$ cat src/rtl/alu_share_if.sv
// Bundle between the two ALU requesters, the shared-ALU arbiter and the result consumer.
// The master side drives requests, operands and res_ready; the slave side is the arbiter.
interface alu_share_if #(
  parameter int WIDTH = 32
);
  logic             req0;
  logic [1:0]       aluop0;
  logic [5:0]       func0;
  logic [WIDTH-1:0] a0;
  logic [WIDTH-1:0] b0;
  logic             gnt0;

  logic             req1;
  logic [1:0]       aluop1;
  logic [5:0]       func1;
  logic [WIDTH-1:0] a1;
  logic [WIDTH-1:0] b1;
  logic             gnt1;

  logic             res_valid;
  logic             res_ready;
  logic             res_id;
  logic [WIDTH-1:0] res;
  logic             res_zero;

  modport master (
    output req0, aluop0, func0, a0, b0,
    output req1, aluop1, func1, a1, b1,
    output res_ready,
    input  gnt0, gnt1,
    input  res_valid, res_id, res, res_zero
  );

  modport slave (
    input  req0, aluop0, func0, a0, b0,
    input  req1, aluop1, func1, a1, b1,
    input  res_ready,
    output gnt0, gnt1,
    output res_valid, res_id, res, res_zero
  );
endinterface

$ cat src/rtl/alu_share_arbiter.sv
// One MIPS ALU datapath shared round-robin between two requesters, with a single
// registered result slot that supports back-to-back grants and consumer backpressure.
module alu_share_arbiter #(
  parameter int WIDTH = 32
) (
  input  logic        clk,
  input  logic        rst,
  alu_share_if.slave  bus
);

  typedef enum logic [2:0] {
    OP_ADD,
    OP_SUB,
    OP_AND,
    OP_OR,
    OP_SLT
  } alu_op_e;

  localparam logic [5:0] FUNC_ADD = 6'b100000;
  localparam logic [5:0] FUNC_SUB = 6'b100010;
  localparam logic [5:0] FUNC_AND = 6'b100100;
  localparam logic [5:0] FUNC_OR  = 6'b100101;
  localparam logic [5:0] FUNC_SLT = 6'b101010;

  function automatic alu_op_e decode_op(input logic [1:0] aluop, input logic [5:0] func);
    alu_op_e op;
    op = OP_ADD;
    case (aluop)
      2'b00: op = OP_ADD;
      2'b01: op = OP_SUB;
      2'b11: op = OP_AND;
      default: begin
        case (func)
          FUNC_ADD: op = OP_ADD;
          FUNC_SUB: op = OP_SUB;
          FUNC_AND: op = OP_AND;
          FUNC_OR:  op = OP_OR;
          FUNC_SLT: op = OP_SLT;
          default:  op = OP_ADD;
        endcase
      end
    endcase
    return op;
  endfunction

  // add/sub wrap silently; slt compares as two's complement and zero-extends the flag
  function automatic logic [WIDTH-1:0] alu_eval(input alu_op_e op,
                                                input logic signed [WIDTH-1:0] a,
                                                input logic signed [WIDTH-1:0] b);
    logic [WIDTH-1:0] r;
    r = '0;
    case (op)
      OP_ADD:  r = a + b;
      OP_SUB:  r = a - b;
      OP_AND:  r = a & b;
      OP_OR:   r = a | b;
      OP_SLT:  r = {{(WIDTH-1){1'b0}}, (a < b)};
      default: r = a + b;
    endcase
    return r;
  endfunction

  logic                    ptr;
  logic                    can_accept;
  logic                    gnt0_p0;
  logic                    gnt1_p0;
  logic                    vld_p0;
  logic                    id_p0;
  alu_op_e                 op_p0;
  logic signed [WIDTH-1:0] a_p0;
  logic signed [WIDTH-1:0] b_p0;
  logic        [WIDTH-1:0] result_p0;

  logic                    vld_p1;
  logic                    id_p1;
  logic        [WIDTH-1:0] res_p1;
  logic                    zero_p1;

  // ---- p0: arbitration, operand select, decode and compute ----
  assign can_accept = !vld_p1 || bus.res_ready;

  always_comb begin
    gnt0_p0 = 1'b0;
    gnt1_p0 = 1'b0;
    if (!rst && can_accept) begin
      if (bus.req0 && bus.req1) begin
        gnt0_p0 = !ptr;
        gnt1_p0 = ptr;
      end else begin
        gnt0_p0 = bus.req0;
        gnt1_p0 = bus.req1;
      end
    end
  end

  assign vld_p0 = gnt0_p0 || gnt1_p0;
  assign id_p0  = gnt1_p0;

  always_comb begin
    op_p0 = decode_op(bus.aluop0, bus.func0);
    a_p0  = bus.a0;
    b_p0  = bus.b0;
    if (id_p0) begin
      op_p0 = decode_op(bus.aluop1, bus.func1);
      a_p0  = bus.a1;
      b_p0  = bus.b1;
    end
  end

  assign result_p0 = alu_eval(op_p0, a_p0, b_p0);

  // ---- p1: result register; a grant overwrites, an idle drain only clears valid ----
  always_ff @(posedge clk or posedge rst) begin
    if (rst) begin
      vld_p1  <= 1'b0;
      id_p1   <= 1'b0;
      res_p1  <= '0;
      zero_p1 <= 1'b1;
      ptr     <= 1'b0;
    end else if (vld_p0) begin
      vld_p1  <= 1'b1;
      id_p1   <= id_p0;
      res_p1  <= result_p0;
      zero_p1 <= (result_p0 == '0);
      ptr     <= !id_p0;
    end else if (bus.res_ready) begin
      vld_p1  <= 1'b0;
    end
  end

  assign bus.gnt0      = gnt0_p0;
  assign bus.gnt1      = gnt1_p0;
  assign bus.res_valid = vld_p1;
  assign bus.res_id    = id_p1;
  assign bus.res       = res_p1;
  assign bus.res_zero  = zero_p1;

endmodule

$ cat src/flat_wrapper.sv
// flat-port wrapper written by rule: the top's interface ports become plain ports
module alu_share_arbiter_flat 
#(
  parameter int WIDTH = 32
)
  (clk, rst, bus_req0, bus_aluop0, bus_func0, bus_a0, bus_b0, bus_req1, bus_aluop1, bus_func1, bus_a1, bus_b1, bus_res_ready, bus_gnt0, bus_gnt1, bus_res_valid, bus_res_id, bus_res, bus_res_zero);
  alu_share_if #(.WIDTH(WIDTH)) bus_i ();
  input  logic clk;
  input  logic rst;
  input wire logic [$bits(bus_i.req0)-1:0] bus_req0;
  input wire logic [$bits(bus_i.aluop0)-1:0] bus_aluop0;
  input wire logic [$bits(bus_i.func0)-1:0] bus_func0;
  input wire logic [$bits(bus_i.a0)-1:0] bus_a0;
  input wire logic [$bits(bus_i.b0)-1:0] bus_b0;
  input wire logic [$bits(bus_i.req1)-1:0] bus_req1;
  input wire logic [$bits(bus_i.aluop1)-1:0] bus_aluop1;
  input wire logic [$bits(bus_i.func1)-1:0] bus_func1;
  input wire logic [$bits(bus_i.a1)-1:0] bus_a1;
  input wire logic [$bits(bus_i.b1)-1:0] bus_b1;
  input wire logic [$bits(bus_i.res_ready)-1:0] bus_res_ready;
  output wire logic [$bits(bus_i.gnt0)-1:0] bus_gnt0;
  output wire logic [$bits(bus_i.gnt1)-1:0] bus_gnt1;
  output wire logic [$bits(bus_i.res_valid)-1:0] bus_res_valid;
  output wire logic [$bits(bus_i.res_id)-1:0] bus_res_id;
  output wire logic [$bits(bus_i.res)-1:0] bus_res;
  output wire logic [$bits(bus_i.res_zero)-1:0] bus_res_zero;
  assign bus_i.req0 = bus_req0;
  assign bus_i.aluop0 = bus_aluop0;
  assign bus_i.func0 = bus_func0;
  assign bus_i.a0 = bus_a0;
  assign bus_i.b0 = bus_b0;
  assign bus_i.req1 = bus_req1;
  assign bus_i.aluop1 = bus_aluop1;
  assign bus_i.func1 = bus_func1;
  assign bus_i.a1 = bus_a1;
  assign bus_i.b1 = bus_b1;
  assign bus_i.res_ready = bus_res_ready;
  assign bus_gnt0 = bus_i.gnt0;
  assign bus_gnt1 = bus_i.gnt1;
  assign bus_res_valid = bus_i.res_valid;
  assign bus_res_id = bus_i.res_id;
  assign bus_res = bus_i.res;
  assign bus_res_zero = bus_i.res_zero;
  alu_share_arbiter #(.WIDTH(WIDTH)) u_core (.clk(clk), .rst(rst), .bus(bus_i));
endmodule
$ cat config.mk
export PLATFORM = sky130hd
export DESIGN_NAME = alu_share_arbiter_flat
export DESIGN_NICKNAME = d
export VERILOG_FILES = /design/src/rtl/alu_share_if.sv /design/src/rtl/alu_share_arbiter.sv /design/src/flat_wrapper.sv
export SDC_FILE = /design/constraint.sdc
export NUM_CORES = 1
export LEC_CHECK = 0
export CORE_MARGIN = 3
export CORE_UTILIZATION = 30
export CTS_CLUSTER_SIZE = 20
export DETAILED_ROUTE_END_ITERATION = 6
export PLACE_DENSITY_LB_ADDON = 0.2
export SLEW_MARGIN = 20
export SYNTH_ARGS = -nofsm -noshare
export SYNTH_HDL_FRONTEND = slang
export SYNTH_SLANG_ARGS = --single-unit
$ cat constraint.sdc
create_clock -name clk -period 11.9 [get_ports clk]
set_input_delay 1.785 -clock clk [delete_from_list [all_inputs] [get_ports clk]]
set_output_delay 1.785 -clock clk [all_outputs]
set_load 0.1 [all_outputs]
==> results of run 1 <==
## cells in the final DEF (no fill, tap or decap), drive strengths merged, types with 8 or more instances in the layout
cell | synthesis | layout
inv | 105 | 105
nand3 | 16 | 16
or3 | 8 | 8
o22ai | 9 | 9
xnor2 | 12 | 12
o21ai | 62 | 62
a31oi | 11 | 11
o21a | 11 | 11
and2 | 9 | 9
a2111oi | 13 | 13
a211oi | 26 | 26
o21bai | 10 | 10
nor2 | 80 | 80
ha | 96 | 96
a221o | 9 | 9
dfrtp | 35 | 35
o31ai | 14 | 14
nand2 | 279 | 279
clkdlybuf4s50 | 0 | 185
nor4 | 16 | 16
mux2 | 14 | 14
o211ai | 15 | 15
a21o | 12 | 12
nor3 | 18 | 18
a21oi | 83 | 83
a221oi | 12 | 12
nand2b | 9 | 9
nand4 | 13 | 13
nor2b | 15 | 15
## power breakdown
part,leakage [nW],switching [mW],internal [mW]
Sequential,0.433,0.0287,0.166
Combinational,3.89,0.791,0.339
Clock,0.0736,0.0550,0.0772
## area by class of cell
class / instances / area (um2) / area share [%]
Clock buffer: 5 / 125 / 1.25
Clock inverter: 3 / 18.8 / 0.188
Inverter: 105 / 394 / 3.94
Multi-Input combinational cell: 964 / 6240 / 62.4
Sequential cell: 36 / 902 / 9.02
Tap cell: 330 / 413 / 4.13
Timing Repair Buffer: 192 / 1900 / 19.0
## worst register-to-register path: stages, from the launching register on
cell	delay, ps
sky130_fd_sc_hd__dfrtp_1	370
sky130_fd_sc_hd__nor2b_1	160
sky130_fd_sc_hd__or4_4	710
sky130_fd_sc_hd__inv_2	600
sky130_fd_sc_hd__buf_4	420
sky130_fd_sc_hd__nand2_1	90
sky130_fd_sc_hd__nand2_1	120
sky130_fd_sc_hd__ha_1	190
sky130_fd_sc_hd__inv_1	60
sky130_fd_sc_hd__fa_1	430
sky130_fd_sc_hd__nor2b_1	170
sky130_fd_sc_hd__o311ai_1	610
sky130_fd_sc_hd__a211oi_1	200
sky130_fd_sc_hd__nor4_1	700
sky130_fd_sc_hd__nor2_1	190
sky130_fd_sc_hd__o311a_1	420
sky130_fd_sc_hd__mux2_2	260
sky130_fd_sc_hd__o22ai_1	170
sky130_fd_sc_hd__nand4bb_1	160
sky130_fd_sc_hd__nor4_1	60
sky130_fd_sc_hd__a32o_1	260
## state kept, by name, summed over array words and instances (netlist names)
signal,cells
u_core.bus.res,32
u_core.bus.res_id,1
u_core.bus.res_valid,1
u_core.bus.res_zero,1
u_core.ptr,1
## cell families after synthesis
group / synth area share [%]
compound gates: 31.3
buf+inv: 9.57
fa+ha+maj: 15.8
mux: 2.56
flops: 11.5
xor+xnor: 1.34
simple gates: 28.0
## layer usage
| metal | global-route usage (%) | routed length (um) |
|---|---|---|
| met1 | 30.1 | 14700 |
| met2 | 35.4 | 14400 |
| met3 | 2.37 | 2110 |
| met4 | 3.27 | 444 |
| met5 | 0 | 0 |
## path summary, 6_finish.rpt
kind,to,slack [ps],from
max,u_core.bus.res_zero$_DFFE_PP1P_,3850,bus_req1
min reg2reg,u_core.bus.res[1]$_DFFE_PP0P_,480,u_core.bus.res[1]$_DFFE_PP0P_
max reg2reg,u_core.bus.res_zero$_DFFE_PP1P_,5470,u_core.bus.res_valid$_DFFE_PP0P_
max in group asynchronous,u_core.bus.res_zero$_DFFE_PP1P_,9520,rst
min,u_core.bus.res[1]$_DFFE_PP0P_,480,u_core.bus.res[1]$_DFFE_PP0P_
min in group asynchronous,u_core.bus.res[18]$_DFFE_PP0P_,2010,rst
## per-stage QoR
stage	util [%]	std cells	cell area [um2]	total power, mW	hold slack (ps)
finish	39.3	1635	10000	1.46	479
global route	39.3	1635	10000	1.54	519
CTS	39.3	1635	10000	1.45	484
detailed placement	38.7	1627	9850	1.31	471
global placement	38.7	1627	9850	1.31	461
floorplan	-	1173	7870	0.990	481
==> results.rst, run 1 <==
.. list-table::
   :header-rows: 1

   * - Metric
     - Value
   * - Outcome
     - finished, final reports clean
   * - Top-area cell type share of the netlist area
     - 15.3%
   * - Clock Tree Root
     - sky130_fd_sc_hd__clkbuf_16
   * - Cell at the slowest stage of the critical path
     - sky130_fd_sc_hd__or4_4
   * - Actual transition at the worst max-transition pin
     - 1040 ps
   * - Worst path top cell family by delay
     - simple AND/OR/NAND/NOR gates
   * - Initial antenna violation count
     - 0
   * - Final-stage net count
     - 1,551
   * - Post-synthesis cell count
     - 1,173
   * - Ys async rst share
     - 100%
   * - Syn nets
     - 1,420
   * - Number of max-slew violations in the final report
     - 0
   * - Cells resized by post-CTS repair
     - 0
   * - Hold Vio Cnt, Final
     - 0
   * - CTS tree
     - built
   * - Main area contributors after synthesis
     - sky130_fd_sc_hd__ha_1 15%, sky130_fd_sc_hd__nand2_1 13%, sky130_fd_sc_hd__dfrtp_1 11%
   * - GRT Residual Overflow
     - 0
   * - Number of global-route vias before repair
     - 8,424
   * - Number of setup violations in the final report
     - 0
   * - Average size of a mapped cell
     - 6.71 um2
   * - CTS Buf Count
     - 5
   * - Remaining antenna violation count after routing
     - 0
   * - Startpoint type of the worst setup path
     - primary input
   * - Remaining routing DRC violations
     - 0
   * - PD cells
     - 146 nW/um2
   * - Die footprint
     - 28,200 um2
   * - Unrepaired setup endpoints after global routing
     - false
   * - Crit share post-route
     - 67.7%
   * - Highest attainable clock frequency
     - 0.124 GHz
   * - Cell depth of the worst flop-to-flop path
     - 20
   * - Clock transition at path regs
     - 60 ps
   * - Clock period minus final worst setup slack
     - 8050 ps
   * - Arrival time at the worst endpoint
     - 8270 ps
   * - Most repeated cell in the gate-level netlist after synthesis
     - sky130_fd_sc_hd__nand2_1
   * - Number of DRC markers in iteration 0
     - 777
   * - Number of buffers inserted by port buffering
     - 185
   * - Worst VDD drop
     - 0.195 mV
   * - Commonest cells in the synthesized netlist
     - 278 x sky130_fd_sc_hd__nand2_1, 103 x sky130_fd_sc_hd__inv_1, 96 x sky130_fd_sc_hd__ha_1, 82 x sky130_fd_sc_hd__a21oi_1, 79 x sky130_fd_sc_hd__nor2_1
   * - Detailed-routing iteration count for the pre-antenna-repair pass
     - 5
   * - Starting Density
     - 30.9%
   * - Primary flip-flop cell chosen by synthesis mapping
     - sky130_fd_sc_hd__dfrtp_1
   * - Final worst-path setup slack
     - 3850 ps
   * - Pin count of the biggest net entering global routing
     - 53
   * - Global-route wire length before repair
     - 48,100 um
   * - Leakage dissipation
     - 4.40 nW
   * - Setup fix buffers added after clock tree synthesis
     - 0
   * - # diodes
     - 0
   * - Via-per-instance ratio
     - 5.48
   * - CTS H-Tree Depth
     - 2
   * - Count of flip-flops with a built-in enable after synthesis
     - 0
   * - Area inside the core boundary
     - 25,500 um2
   * - Cell Chain, Critical Path
     - clkdlybuf4s50_1 > inv_2 > or4_4 > inv_2 > buf_4 > nand2_1 > nand2_1 > ha_1 > inv_1 > fa_1 > nor2b_1 > o311ai_1 > a211oi_1 > nor4_1 > nor2_1 > o311a_1 > mux2_2 > o22ai_1 > nand4bb_1 > nor4_1 > a32o_1
   * - Number of buffer and inverter instances along the worst setup path
     - 5
   * - Crit-path max FO
     - 40
   * - Via count
     - 8,967
   * - Hold Path Class
     - reg2reg
   * - CTS Hold Bufs
     - 0
   * - Worst setup slack before clock tree synthesis
     - 3620 ps
   * - Number of gates on the worst path with buffers counted
     - 21
   * - Dominant cell type by area after synthesis
     - sky130_fd_sc_hd__ha_1
   * - Total GRT Usage
     - 21.2%
   * - Critical path capture point type
     - flip-flop
   * - Combined area of all synthesized cells
     - 7870 um2
   * - YS warnings
     - 0
   * - Routability-driven placement congestion ratio
     - 0.960
   * - Area overhead of the layout relative to synthesis
     - 27.0%
   * - Library cells used by synthesis
     - 90
   * - Register area share after synthesis
     - 11.5%
   * - Cell depth of the worst hold path
     - 2
   * - TritonCTS sink count
     - 36
   * - Placed wire-length estimate after detailed placement
     - 25,300 um
   * - Setup Crit Path Kind
     - in2reg
   * - Fraction of final layout cells sized beyond drive strength 1
     - 4.67%
   * - DIE HEIGHT
     - 168 um
   * - Routed length per placed instance
     - 19.4 um
   * - Width of the chip
     - 168 um
   * - Maximum root-to-sink buffer count
     - 2
   * - Number of fill cells
     - 2,746
   * - Number of rows created at floorplan
     - 58
   * - Routed wire length
     - 31,700 um
   * - Slowest cell delay on critical path
     - 730 ps
   * - Total I/O pin count
     - 186
   * - Clock Latency Late Sink
     - 290 ps
   * - Final clock skew
     - 3.91 ps
   * - Final setup TNS
     - 0 ps
   * - Relative slew slack
     - 30.8%
   * - Worst path required time
     - 12,120 ps
   * - Seq cells post-synth
     - 36
   * - Maxcap violations
     - 0
Power figures use the tool's default switching activity.
==> inputs of run 2 (changes only) <==
==> constraint.sdc (replaced) <==
create_clock -name clk -period 7.75 [get_ports clk]
set_input_delay 1.1625 -clock clk [delete_from_list [all_inputs] [get_ports clk]]
set_output_delay 1.1625 -clock clk [all_outputs]
set_load 0.1 [all_outputs]
==> run 2 against run 1 <==
Effect of this change:
- global-route usage rose by 0.30 points
- sequential share of layout area fell by 0.10 points
- register-to-register slack got worse by 3700 ps
- total power rose by 61%
- combinational power rose by 55%
- die area did not move
- non-clock buffer count rose by 6
- final cell count rose by 0.37%
- routed wire length rose by 1.3%
- sequential power rose by 50%
- highest routed layer unchanged
==> results.rst, run 2 (synthesized netlist as in run 1, its figures left out) <==
.. list-table::
   :header-rows: 1

   * - Metric
     - Value
   * - Outcome
     - finished, final reports clean
   * - Global-route wire length before repair
     - 48,800 um
   * - Critical path capture point type
     - flip-flop
   * - Number of fill cells
     - 2,733
   * - Cells resized by post-CTS repair
     - 0
   * - Clock network fraction of total power
     - 12.6%
   * - Multi-input combinational cell area
     - 6240 um2
   * - Number of rows created at floorplan
     - 58
   * - Highest metal layer with signal wires
     - met4
   * - Register Area
     - 902 um2
   * - Setup fix buffers added after clock tree synthesis
     - 0
   * - Cell depth of the worst flop-to-flop path
     - 19
   * - Area overhead of the layout relative to synthesis
     - 28.5%
   * - # diodes
     - 0
   * - Total I/O pin count
     - 186
   * - Switching power
     - 1.34 mW
   * - Via-per-instance ratio
     - 5.56
   * - CTS H-Tree Depth
     - 2
   * - Width of the chip
     - 168 um
   * - Remaining antenna violation count after routing
     - 0
   * - Maxcap violations
     - 0
   * - Leakage dissipation
     - 4.46 nW
   * - Hold Path Class
     - reg2reg
   * - Initial antenna violation count
     - 1
   * - Startpoint type of the worst setup path
     - primary input
   * - Worst path required time
     - 7970 ps
   * - Final clock skew
     - 3.15 ps
   * - Routed wire length
     - 32,100 um
   * - Fraction of final layout cells sized beyond drive strength 1
     - 5.11%
   * - Worst reg-to-reg setup slack
     - 1790 ps
   * - Highest attainable clock frequency
     - 0.143 GHz
   * - Seq pwr share
     - 12.5%
   * - Final-stage net count
     - 1,557
   * - Worst VDD drop
     - 0.309 mV
   * - DIE HEIGHT
     - 168 um
   * - Number of DRC markers in iteration 0
     - 815
   * - Reg2Reg Launch Point
     - u_core.bus.res_valid$_DFFE_PP0P_
   * - Clock transition at path regs
     - 60 ps
   * - TritonCTS sink count
     - 36
   * - CTS tree
     - built
   * - Crit-path max FO
     - 23
   * - Flip-flop count of the largest register, all copies and words added
     - 32
   * - CTS Hold Bufs
     - 0
   * - Number of buffers inserted by port buffering
     - 185
   * - Final setup TNS
     - 0 ps
   * - Met2 wirelength from detailed routing
     - 14,600 um
   * - Hold Vio Cnt, Final
     - 0
   * - Arrival time at the worst endpoint
     - 7200 ps
   * - Internal power component
     - 0.997 mW
   * - CTS Buf Count
     - 5
   * - Starting Density
     - 30.9%
   * - Routed length per placed instance
     - 19.6 um
   * - End of the critical path
     - u_core.bus.res_zero$_DFFE_PP1P_
   * - Placed wire-length estimate after detailed placement
     - 25,600 um
   * - Worst hold slack after final layout
     - 473 ps
   * - Actual transition at the worst max-transition pin
     - 1040 ps
   * - Routability-driven placement congestion ratio
     - 0.971
   * - Clock period minus final worst setup slack
     - 6980 ps
   * - Die footprint
     - 28,200 um2
   * - Unrepaired setup endpoints after global routing
     - false
   * - Setup Crit Path Kind
     - in2reg
   * - Pin count of the biggest net entering global routing
     - 53
   * - Total GRT Usage
     - 21.5%
   * - Share of total power consumed by net switching
     - 57.4%
   * - Crit share post-route
     - 90.1%
   * - GRT Residual Overflow
     - 0
   * - Top library cells by usage in the layout, fill and taps aside
     - 278 x sky130_fd_sc_hd__nand2_1, 185 x sky130_fd_sc_hd__clkdlybuf4s50_1, 102 x sky130_fd_sc_hd__inv_1
   * - Number of setup violations in the final report
     - 0
   * - Number of max-slew violations in the final report
     - 0
   * - Detailed-route wire length on metal 1
     - 14,500 um
   * - Area inside the core boundary
     - 25,500 um2
   * - Number of global-route vias before repair
     - 8,495
   * - Detailed-routing iteration count for the pre-antenna-repair pass
     - 5
   * - Clock Latency Late Sink
     - 280 ps
   * - Clock Tree Root
     - sky130_fd_sc_hd__clkbuf_16
   * - Relative slew slack
     - 30.5%
   * - Capture instance of the worst register-to-register path
     - u_core.bus.res_zero$_DFFE_PP1P_
   * - Remaining routing DRC violations
     - 0
   * - Via count
     - 9,127
   * - PD cells
     - 231 nW/um2
   * - Critical Path Start
     - bus_req1
   * - Maximum root-to-sink buffer count
     - 2
   * - Detailed route wirelength on metal3
     - 2470 um
   * - Most common cell after layout, fill and taps aside
     - sky130_fd_sc_hd__nand2_1
   * - Combinational power share
     - 75.0%
-- run 2: layout make-up --
type / count / area share [%]
Clock inverter: 3 / 0.891
Inverter: 105 / 3.90
Clock buffer: 5 / 1.24
Multi-Input combinational cell: 964 / 61.7
Tap cell: 330 / 4.08
Sequential cell: 36 / 8.92
Timing Repair Buffer: 198 / 19.3
-- run 2: routing by layer --
layer,global-route usage (%),vias to the layer above
met5,0,-
met4,4.34,0
met3,2.84,43
met2,35.6,405
met1,30.1,4234
li1,-,4445
-- run 2: worst min-delay path by stage --
stage,end,slack [ps],depth (start not counted),from
2_1_floorplan,u_core.ptr$_DFFE_PP0P_,480,1,u_core.ptr$_DFFE_PP0P_
3_3_place_gp,u_core.bus.res[2]$_DFFE_PP0P_,460,2,u_core.bus.res[2]$_DFFE_PP0P_
3_5_place_dp,u_core.bus.res_id$_DFFE_PP0P_,470,2,u_core.bus.res_id$_DFFE_PP0P_
4_1_cts,u_core.bus.res_id$_DFFE_PP0P_,480,2,u_core.bus.res_id$_DFFE_PP0P_
5_1_grt,u_core.bus.res[15]$_DFFE_PP0P_,500,2,u_core.bus.res[15]$_DFFE_PP0P_
6_report,u_core.bus.res_id$_DFFE_PP0P_,470,2,u_core.bus.res_id$_DFFE_PP0P_
-- run 2: power by group through the flow --
stage | logic [mW] | registers, mW | clock network (mW)
after CTS | 1.73 | 0.293 | 0.300
final | 1.75 | 0.291 | 0.294
after floorplan | 0.753 | 0.766 | 0
after global placement | 1.73 | 0.292 | 0
after global routing | 1.86 | 0.301 | 0.309
after detailed placement | 1.73 | 0.296 | 0
-- run 2: metrics by stage --
stage	instance area (um2)	instances	total power, mW	util, %	setup slack (ps)
2_1_floorplan	7870	1173	1.52	-	1930
3_3_place_gp	9900	1633	2.02	38.9	679
3_5_place_dp	9900	1633	2.02	38.9	540
4_1_cts	10100	1641	2.33	39.7	836
5_1_grt	10100	1641	2.47	39.7	285
6_report	10100	1641	2.34	39.7	768
-- run 2: critical path, cell delays in order --
cell                              delay (ps)
sky130_fd_sc_hd__clkdlybuf4s50_1         580
sky130_fd_sc_hd__inv_2                    60
sky130_fd_sc_hd__or4_4                   660
sky130_fd_sc_hd__inv_2                   360
sky130_fd_sc_hd__nand2_1                 100
sky130_fd_sc_hd__nand2_1                 130
sky130_fd_sc_hd__ha_1                    180
sky130_fd_sc_hd__inv_1                    60
sky130_fd_sc_hd__fa_1                    430
sky130_fd_sc_hd__nor2b_1                 170
sky130_fd_sc_hd__o311ai_1                540
sky130_fd_sc_hd__a21oi_1                 220
sky130_fd_sc_hd__o31ai_1                 450
sky130_fd_sc_hd__nor2b_1                 300
sky130_fd_sc_hd__mux2i_1                 130
sky130_fd_sc_hd__a2111oi_2               630
sky130_fd_sc_hd__o2111a_1                300
sky130_fd_sc_hd__nand4bb_1               120
sky130_fd_sc_hd__nor4_1                  370
sky130_fd_sc_hd__a32o_1                  230
